[config.mk]
export PLATFORM = sky130hd
export DESIGN_NAME = jk_bank_arbiter
export DESIGN_NICKNAME = d
export VERILOG_FILES = /design/src/rtl/jk_bank_arbiter.sv
export SDC_FILE = /design/constraint.sdc
export NUM_CORES = 1
export LEC_CHECK = 0
export ABC_CLOCK_PERIOD_IN_PS = 9450
export BUFFER_PORTS_ARGS = -buffer_cell sky130_fd_sc_hd__buf_2
export CORE_UTILIZATION = 50
export CTS_CLUSTER_SIZE = 28
export DETAILED_ROUTE_END_ITERATION = 8
export PLACE_DENSITY = 0.87
export SLEW_MARGIN = 20
export SYNTH_ARGS = -nofsm -noshare
export SYNTH_HDL_FRONTEND = slang
export SYNTH_SLANG_ARGS = --single-unit
[constraint.sdc]
create_clock -name clk -period 9.45 [get_ports clk]
set_input_delay 1.4175 -clock clk [delete_from_list [all_inputs] [get_ports clk]]
set_output_delay 1.4175 -clock clk [all_outputs]
set_load 0.05 [all_outputs]
[src/rtl/jk_bank_arbiter.sv]
// Round-robin arbiter in front of a shared bank of JK flip-flops.
// Each granted command updates one bank bit and returns a one-deep response.
module jk_bank_arbiter #(
  parameter int NREQ  = 4,
  parameter int NBITS = 8,
  localparam int IW = $clog2(NBITS),
  localparam int RW = (NREQ > 2) ? $clog2(NREQ) : 1
) (
  input  logic              clk,
  input  logic              rst_n,
  input  logic [NREQ-1:0]   req_valid,
  output logic [NREQ-1:0]   req_ready,
  input  logic [NREQ*IW-1:0] req_idx,
  input  logic [NREQ*2-1:0] req_jk,
  output logic              rsp_valid,
  input  logic              rsp_ready,
  output logic [RW-1:0]     rsp_id,
  output logic              rsp_q,
  output logic [NBITS-1:0]  q,
  output logic [NBITS-1:0]  q_bar
);

  logic [NBITS-1:0] q_q, q_d;
  logic             rsp_valid_q, rsp_valid_d;
  logic [RW-1:0]    rsp_id_q, rsp_id_d;
  logic             rsp_q_q, rsp_q_d;
  logic [RW-1:0]    rr_ptr_q, rr_ptr_d;

  logic [NREQ-1:0]  grant;
  logic [RW:0]      cand;
  logic [RW-1:0]    win;
  logic [IW-1:0]    sel_idx;
  logic [1:0]       sel_jk;
  logic             stall;
  logic             transfer;
  logic             cur_bit;
  logic             new_bit;
  logic [RW:0]      nxt_ptr;

  // An unaccepted response blocks new grants so it cannot be overwritten.
  assign stall = rsp_valid_q & ~rsp_ready;

  always_comb begin
    grant = '0;
    cand  = '0;
    if (rst_n && !stall) begin
      for (int i = 0; i < NREQ; i++) begin
        cand = {1'b0, rr_ptr_q} + (RW+1)'(i);
        if (cand >= (RW+1)'(NREQ)) cand = cand - (RW+1)'(NREQ);
        if (grant == '0 && req_valid[cand[RW-1:0]]) grant[cand[RW-1:0]] = 1'b1;
      end
    end
  end

  always_comb begin
    win     = '0;
    sel_idx = '0;
    sel_jk  = '0;
    for (int r = 0; r < NREQ; r++) begin
      if (grant[r]) begin
        win     = RW'(r);
        sel_idx = req_idx[r*IW +: IW];
        sel_jk  = req_jk[r*2 +: 2];
      end
    end
  end

  assign transfer = |grant;
  assign cur_bit  = q_q[sel_idx];
  assign nxt_ptr  = {1'b0, win} + 1'b1;

  always_comb begin
    case (sel_jk)
      2'b01:   new_bit = 1'b0;
      2'b10:   new_bit = 1'b1;
      2'b11:   new_bit = ~cur_bit;
      default: new_bit = cur_bit;
    endcase
  end

  always_comb begin
    q_d         = q_q;
    rsp_valid_d = rsp_valid_q;
    rsp_id_d    = rsp_id_q;
    rsp_q_d     = rsp_q_q;
    rr_ptr_d    = rr_ptr_q;
    if (transfer) begin
      q_d[sel_idx] = new_bit;
      rsp_valid_d  = 1'b1;
      rsp_id_d     = win;
      rsp_q_d      = new_bit;
      rr_ptr_d     = (nxt_ptr == (RW+1)'(NREQ)) ? '0 : nxt_ptr[RW-1:0];
    end else if (rsp_ready) begin
      rsp_valid_d = 1'b0;
    end
  end

  always_ff @(posedge clk) begin
    if (!rst_n) begin
      q_q         <= '0;
      rsp_valid_q <= 1'b0;
      rsp_id_q    <= '0;
      rsp_q_q     <= 1'b0;
      rr_ptr_q    <= '0;
    end else begin
      q_q         <= q_d;
      rsp_valid_q <= rsp_valid_d;
      rsp_id_q    <= rsp_id_d;
      rsp_q_q     <= rsp_q_d;
      rr_ptr_q    <= rr_ptr_d;
    end
  end

  assign req_ready = grant;
  assign rsp_valid = rsp_valid_q;
  assign rsp_id    = rsp_id_q;
  assign rsp_q     = rsp_q_q;
  assign q         = q_q;
  assign q_bar     = ~q_q;

endmodule

==> flow_summary.ini, run 1 <==
[grt]
grt_pass1_vias = 1529
track_usage = 0.2575
grt_pass1_wl_um = 6982
grt_antenna_before_repair = 0
grt_remaining_overflow = 0
grt_max_degree = 18

[critical_path]
startpoint = req_valid[3]
cp-start-kind = input pin
rr_worst_depth = 13
cp_max_fo = 11
r2r-start = rr_ptr_q[0]
timing.rr.end = q[4]
worst_setup_path_end_kind = output port
rrSetupSlack_ps = 4490
crit_path_end = req_ready[3]
critPathArrivalTime_ps = 4000
cp.required_ps = 8030
crit_type = in2out

[placed_design]
port_buffers = 50
gp_congestion = 0.9561
dp.cells = 274
dp.final_hpwl_um = 3418

[routing]
vias_per_cell = 6.209
firstDrtPassIters = 5
ant_nets = 0
drt_iter0_drc = 111
drc = 0
routed_wl_um = 4363
num_vias = 1726
avgRoutedWirePerCell_um = 15.69

[status]
outcome = finished clean

[die]
start_util = 0.5339
pin_count = 51
rows = 20
dieWidth_um = 59.56
core_area_mm2 = 0.003103
dieArea_mm2 = 0.003547
die_h_um = 59.56

[finish]
final_net_count = 270
drive_gt1_frac = 0.3675
area_delta_synth_final_pct = 17.37
stdcell_count = 278
layout_common_cells = buf_2, nand2_1, dfxtp_1
layout_commonest_cell = buf_2
antenna_cells = 0

[synthesis]
synth_cell_types = 71
synth_top_cell_area_share = 0.1692
yosysWarnings = 0
yosys_most_used_dff = dfxtp_1
synth.top_cells.by_area = dfxtp_1, ha_1, mux4_2, nand2_1, mux2i_1
syn-num-nets = 222
synth-seq-cells = 14
synth_edf_count = 0
synth_cells = 187
synthArstFlopShare = 0
synth_top_area_cell = dfxtp_1
avgSynthCellArea_um2 = 8.859
yosysSeqAreaShare = 0.1692
syn_area_mm2 = 0.001657

[sta]
max_freq_mhz = 184.7
rsz0062_at_grt = false
hold_violations = 0
setup-tns-final_ps = 0
period_minus_slack_ps = 5414
max_slew.worst_pin.slew_ps = 996.5
slew_headroom = 0.3284
finalMaxSlewViolations = 0
clock_skew_ps = 4.369
period_share = 0.5730
finalSetupViolations = 0

[pwr]
max-vdd-ir-drop_v = 0.0002044
p_per_area_mw_per_mm2 = 359.2
p_leak_uw = 0.0007985

[clocking]
tritoncts = built
htree_levels = 1
postCtsHoldBufs = 0
clock-sinks = 14
cts_buffer_depth = 2
postCtsSetupBuffers = 0
cts_root_buf = clkbuf_4
clkTransAtPathRegs_ps = 90
cts_made_buffers = 3
cts_resized = 0
clock_latency_ps = 290

[flow_run]
max_cap_violations = 0

[min_path]
worstHoldPathType = reg2reg
hold_path_depth = 2
worst max-delay path: stages:
cell and delay, ps:
buf_2 130, mux4_2 610, a21bo_1 220, a31oi_2 260
nand3_1 130, o41ai_2 810, buf_2 410
layer usage:
layer | up-vias | share of wire | global-route usage
met1 | 787 | 0.44 | 0.3605
met4 | 0 | 0.028 | 0.1063
li1 | 836 | - | -
met5 | - | 0 | 0
met2 | 88 | 0.46 | 0.4061
met3 | 15 | 0.075 | 0.02183
where the power goes:
group | internal [uW] | switching [uW]
Combinational | 184 | 372
Clock | 23.5 | 21.1
Sequential | 78.0 | 20.4
Total | 285 | 413
metrics by stage:
step | power (uW) | area (um2) | hold WS (ps) | setup slack (ps) | util
6_report | 698.5 | 1944 | 465.6 | 4036 | 0.6266
4_1_cts | 690.6 | 1944 | 468.6 | 4056 | 0.6266
3_5_place_dp | 644.6 | 1908 | 456.0 | 3930 | 0.6149
2_1_floorplan | 554.9 | 1657 | 676.2 | 4557 | -
3_3_place_gp | 636.4 | 1908 | 456.3 | 4119 | 0.6149
5_1_grt | 742.2 | 1944 | 510.7 | 3830 | 0.6266
worst min path at each step:
stage / start / end / slack (ps)
final: rsp_id[0] / rsp_id[0] / 470
after detailed placement: rsp_id[0] / rsp_id[0] / 460
after global routing: rsp_id[0] / rsp_id[0] / 510
after floorplan: rsp_id[0] / rsp_id[0] / 680
after CTS: rsp_id[0] / rsp_id[0] / 470
after global placement: rsp_id[0] / rsp_id[0] / 460
logic make-up (layout without fill, tap and decap cells):
| family | Yosys count | after routing | share of synthesized area |
|---|---|---|---|
| buf+inv | 20 | 67 | 0.06193 |
| flops | 14 | 14 | 0.1692 |
| simple gates | 73 | 73 | 0.2621 |
| fa+ha+maj | 8 | 8 | 0.06043 |
| compound gates | 61 | 61 | 0.3376 |
| mux | 11 | 11 | 0.1088 |
synthesized netlist by cell type (all sizes together) (4+ instances only):
| library cell | count |
|---|---|
| nor2 | 5 |
| ha | 8 |
| nand3 | 7 |
| and2 | 5 |
| dfxtp | 14 |
| a21boi | 4 |
| nand4 | 5 |
| mux4 | 5 |
| a22oi | 5 |
| nor4 | 4 |
| buf | 4 |
| inv | 13 |
| or2 | 5 |
| nor3 | 7 |
| a2111oi | 4 |
| mux2i | 6 |
| nand2 | 17 |
| o211ai | 5 |
| o21ai | 5 |
| a21oi | 8 |
| nor2b | 4 |
| o31ai | 4 |
state kept, by name, indices dropped and copies added (netlist names):
name / count
q: 8
rr_ptr_q: 2
rsp_id: 2
rsp_q: 1
rsp_valid: 1
area by class of cell:
class | count | area, um2
inverter | 13 | 48.80
sequential | 14 | 280.3
fill | 275 | 1159
timing repair buffer | 50 | 250.2
multi-input combinational | 153 | 1274
clock buffer | 4 | 36.28
tap | 44 | 55.05
Power figures use the tool's default switching activity.
==> run 2: changes to the inputs <==
--- a/config.mk
+++ b/config.mk
@@ -5,7 +5,7 @@
 export SDC_FILE = /design/constraint.sdc
 export NUM_CORES = 1
 export LEC_CHECK = 0
-export ABC_CLOCK_PERIOD_IN_PS = 9450
+export ABC_CLOCK_PERIOD_IN_PS = 5340
 export BUFFER_PORTS_ARGS = -buffer_cell sky130_fd_sc_hd__buf_2
 export CORE_UTILIZATION = 50
 export CTS_CLUSTER_SIZE = 28
==> constraint.sdc (replaced) <==
create_clock -name clk -period 5.34 [get_ports clk]
set_input_delay 0.801 -clock clk [delete_from_list [all_inputs] [get_ports clk]]
set_output_delay 0.801 -clock clk [all_outputs]
set_load 0.05 [all_outputs]
==> run 2 against run 1 <==
Final cell count increased by 0.36%. Hold slack worse by 3.7 ps. Wire length increased by 2.3%. Count of clock-buffer cells in the layout is the same. Non-clock buffer count up 1. Clock power grew 78%. Critical path type is now reg2reg. Critical endpoint is now q[5]. Highest routed layer unchanged.
==> flow_summary.ini, run 2 (same netlist as run 1, synthesis figures left out) <==
[status]
outcome = finished clean

[routing]
routed_wl_um = 4463
num_vias = 1744
ant_nets = 0
firstDrtPassIters = 4
vias_per_cell = 6.251
drc = 0
drt_iter0_drc = 111
avgRoutedWirePerCell_um = 16.00

[clocking]
cts_made_buffers = 3
clock-sinks = 14
postCtsHoldBufs = 0
clock_latency_ps = 300
cts_root_buf = clkbuf_4
cts_buffer_depth = 2
cts_resized = 0
postCtsSetupBuffers = 0
tritoncts = built
clkTransAtPathRegs_ps = 90
htree_levels = 1

[sta]
worst_slack_ps = 590.2
clock_skew_ps = 9.317
hold_violations = 0
period_share = 0.8895
max_slew.worst_pin.slew_ps = 833.5
rsz0062_at_grt = false
setup-tns-final_ps = 0
hold_slack_ps = 462.0
finalMaxSlewViolations = 0
max_freq_mhz = 210.5
finalSetupViolations = 0
period_minus_slack_ps = 4750
slew_headroom = 0.4400

[grt]
track_usage = 0.2742
grt_antenna_before_repair = 0
grt_pass1_vias = 1629
grt_max_degree = 18
grt_remaining_overflow = 0
grt_pass1_wl_um = 7355

[critical_path]
timing.rr.end = q[5]
rr_worst_depth = 14
cp-start-kind = register
cp.required_ps = 5510
cp_max_fo = 11
worst_setup_path_end_kind = register
crit_type = reg2reg
critPathArrivalTime_ps = 4920
rrSetupSlack_ps = 590
r2r-start = rr_ptr_q[0]

[flow_run]
max_cap_violations = 0

[min_path]
hold_path_depth = 2
worstHoldPathType = reg2reg
min-delay-start = rsp_id[0]
min_to = rsp_id[0]

[pwr]
p_leak_uw = 0.0008039
p_sw_frac = 0.5919
p_sw_uw = 737.0
seqPwrFrac = 0.139
clockPowerShare = 0.064
p_per_area_mw_per_mm2 = 638.0
internal-power_uw = 508.2
p_comb_frac = 0.797
max-vdd-ir-drop_v = 0.0004154

[die]
dieArea_mm2 = 0.003547
pin_count = 51
die_h_um = 59.56
start_util = 0.5339
core_area_mm2 = 0.003103
rows = 20
dieWidth_um = 59.56

[finish]
drive_gt1_frac = 0.3702
antenna_cells = 0
final_net_count = 271
n_fill_cell = 296
area_delta_synth_final_pct = 17.82
layout_commonest_cell = buf_2
largest_register_ffs = 8
layout_common_cells = buf_2, nand2_1, dfxtp_1

[placed_design]
port_buffers = 50
gp_congestion = 0.9604
dp.final_hpwl_um = 3506
dp_slack_ps = 733.3
run 2: cell types whose count changed in the layout (fill, tap and decap cells not counted), sizes merged:
cell,change
buf,+1
run 2: critical path, cell delays in order, from the launching register on:
cell,delay [ps]
dfxtp_1,600
inv_1,220
ha_1,330
or4_1,590
a21boi_4,320
a22oi_2,130
nand2_1,210
o41ai_2,100
buf_4,180
a22oi_1,330
nand3_1,260
a2111oi_0,620
nor4_2,160
mux2i_2,430
mux2i_1,140
run 2: layout make-up:
cell class / instances / area (um2) / share of cell area
Multi-Input combinational cell: 153 / 1274 / 0.6526
Sequential cell: 14 / 280.3 / 0.1436
Timing Repair Buffer: 51 / 257.7 / 0.1321
Tap cell: 44 / 55.05 / 0.02821
Inverter: 13 / 48.80 / 0.02500
Clock buffer: 4 / 36.28 / 0.01859
run 2: per-layer routing:
layer	GRT usage	vias up	share of wire
met2	0.4382	90	0.46
met3	0.02838	19	0.069
met4	0.1262	0	0.036
li1	-	835	-
met1	0.3708	800	0.43
met5	0	-	0
run 2: worst max-delay path by stage:
stage                            from  endpoint  slack (ps)  cells past startpoint
final                     rr_ptr_q[0]      q[5]         590                     14
after global routing      rr_ptr_q[0]      q[5]         220                     14
after CTS                 rr_ptr_q[0]      q[5]         640                     14
after detailed placement  rr_ptr_q[0]      q[5]         730                     14
after global placement    rr_ptr_q[0]      q[0]         900                     14
after floorplan           rr_ptr_q[0]      q[0]        1310                     12
run 2: power groups by stage:
stage / clock network, uW / registers [uW] / logic [uW]
5_1_grt: 81.6 / 180 / 1060
2_1_floorplan: 0 / 257 / 725
6_report: 79.3 / 174 / 992
3_3_place_gp: 0 / 174 / 957
4_1_cts: 78.4 / 174 / 978
3_5_place_dp: 0 / 176 / 972
run 2: through the flow:
stage / cells / util / area [um2] / total power (uW)
final: 279 / 0.6290 / 1952 / 1245
after floorplan: 187 / - / 1657 / 982.1
after detailed placement: 275 / 0.6173 / 1916 / 1147
after CTS: 279 / 0.6290 / 1952 / 1230
after global placement: 275 / 0.6173 / 1916 / 1131
after global routing: 279 / 0.6290 / 1952 / 1325
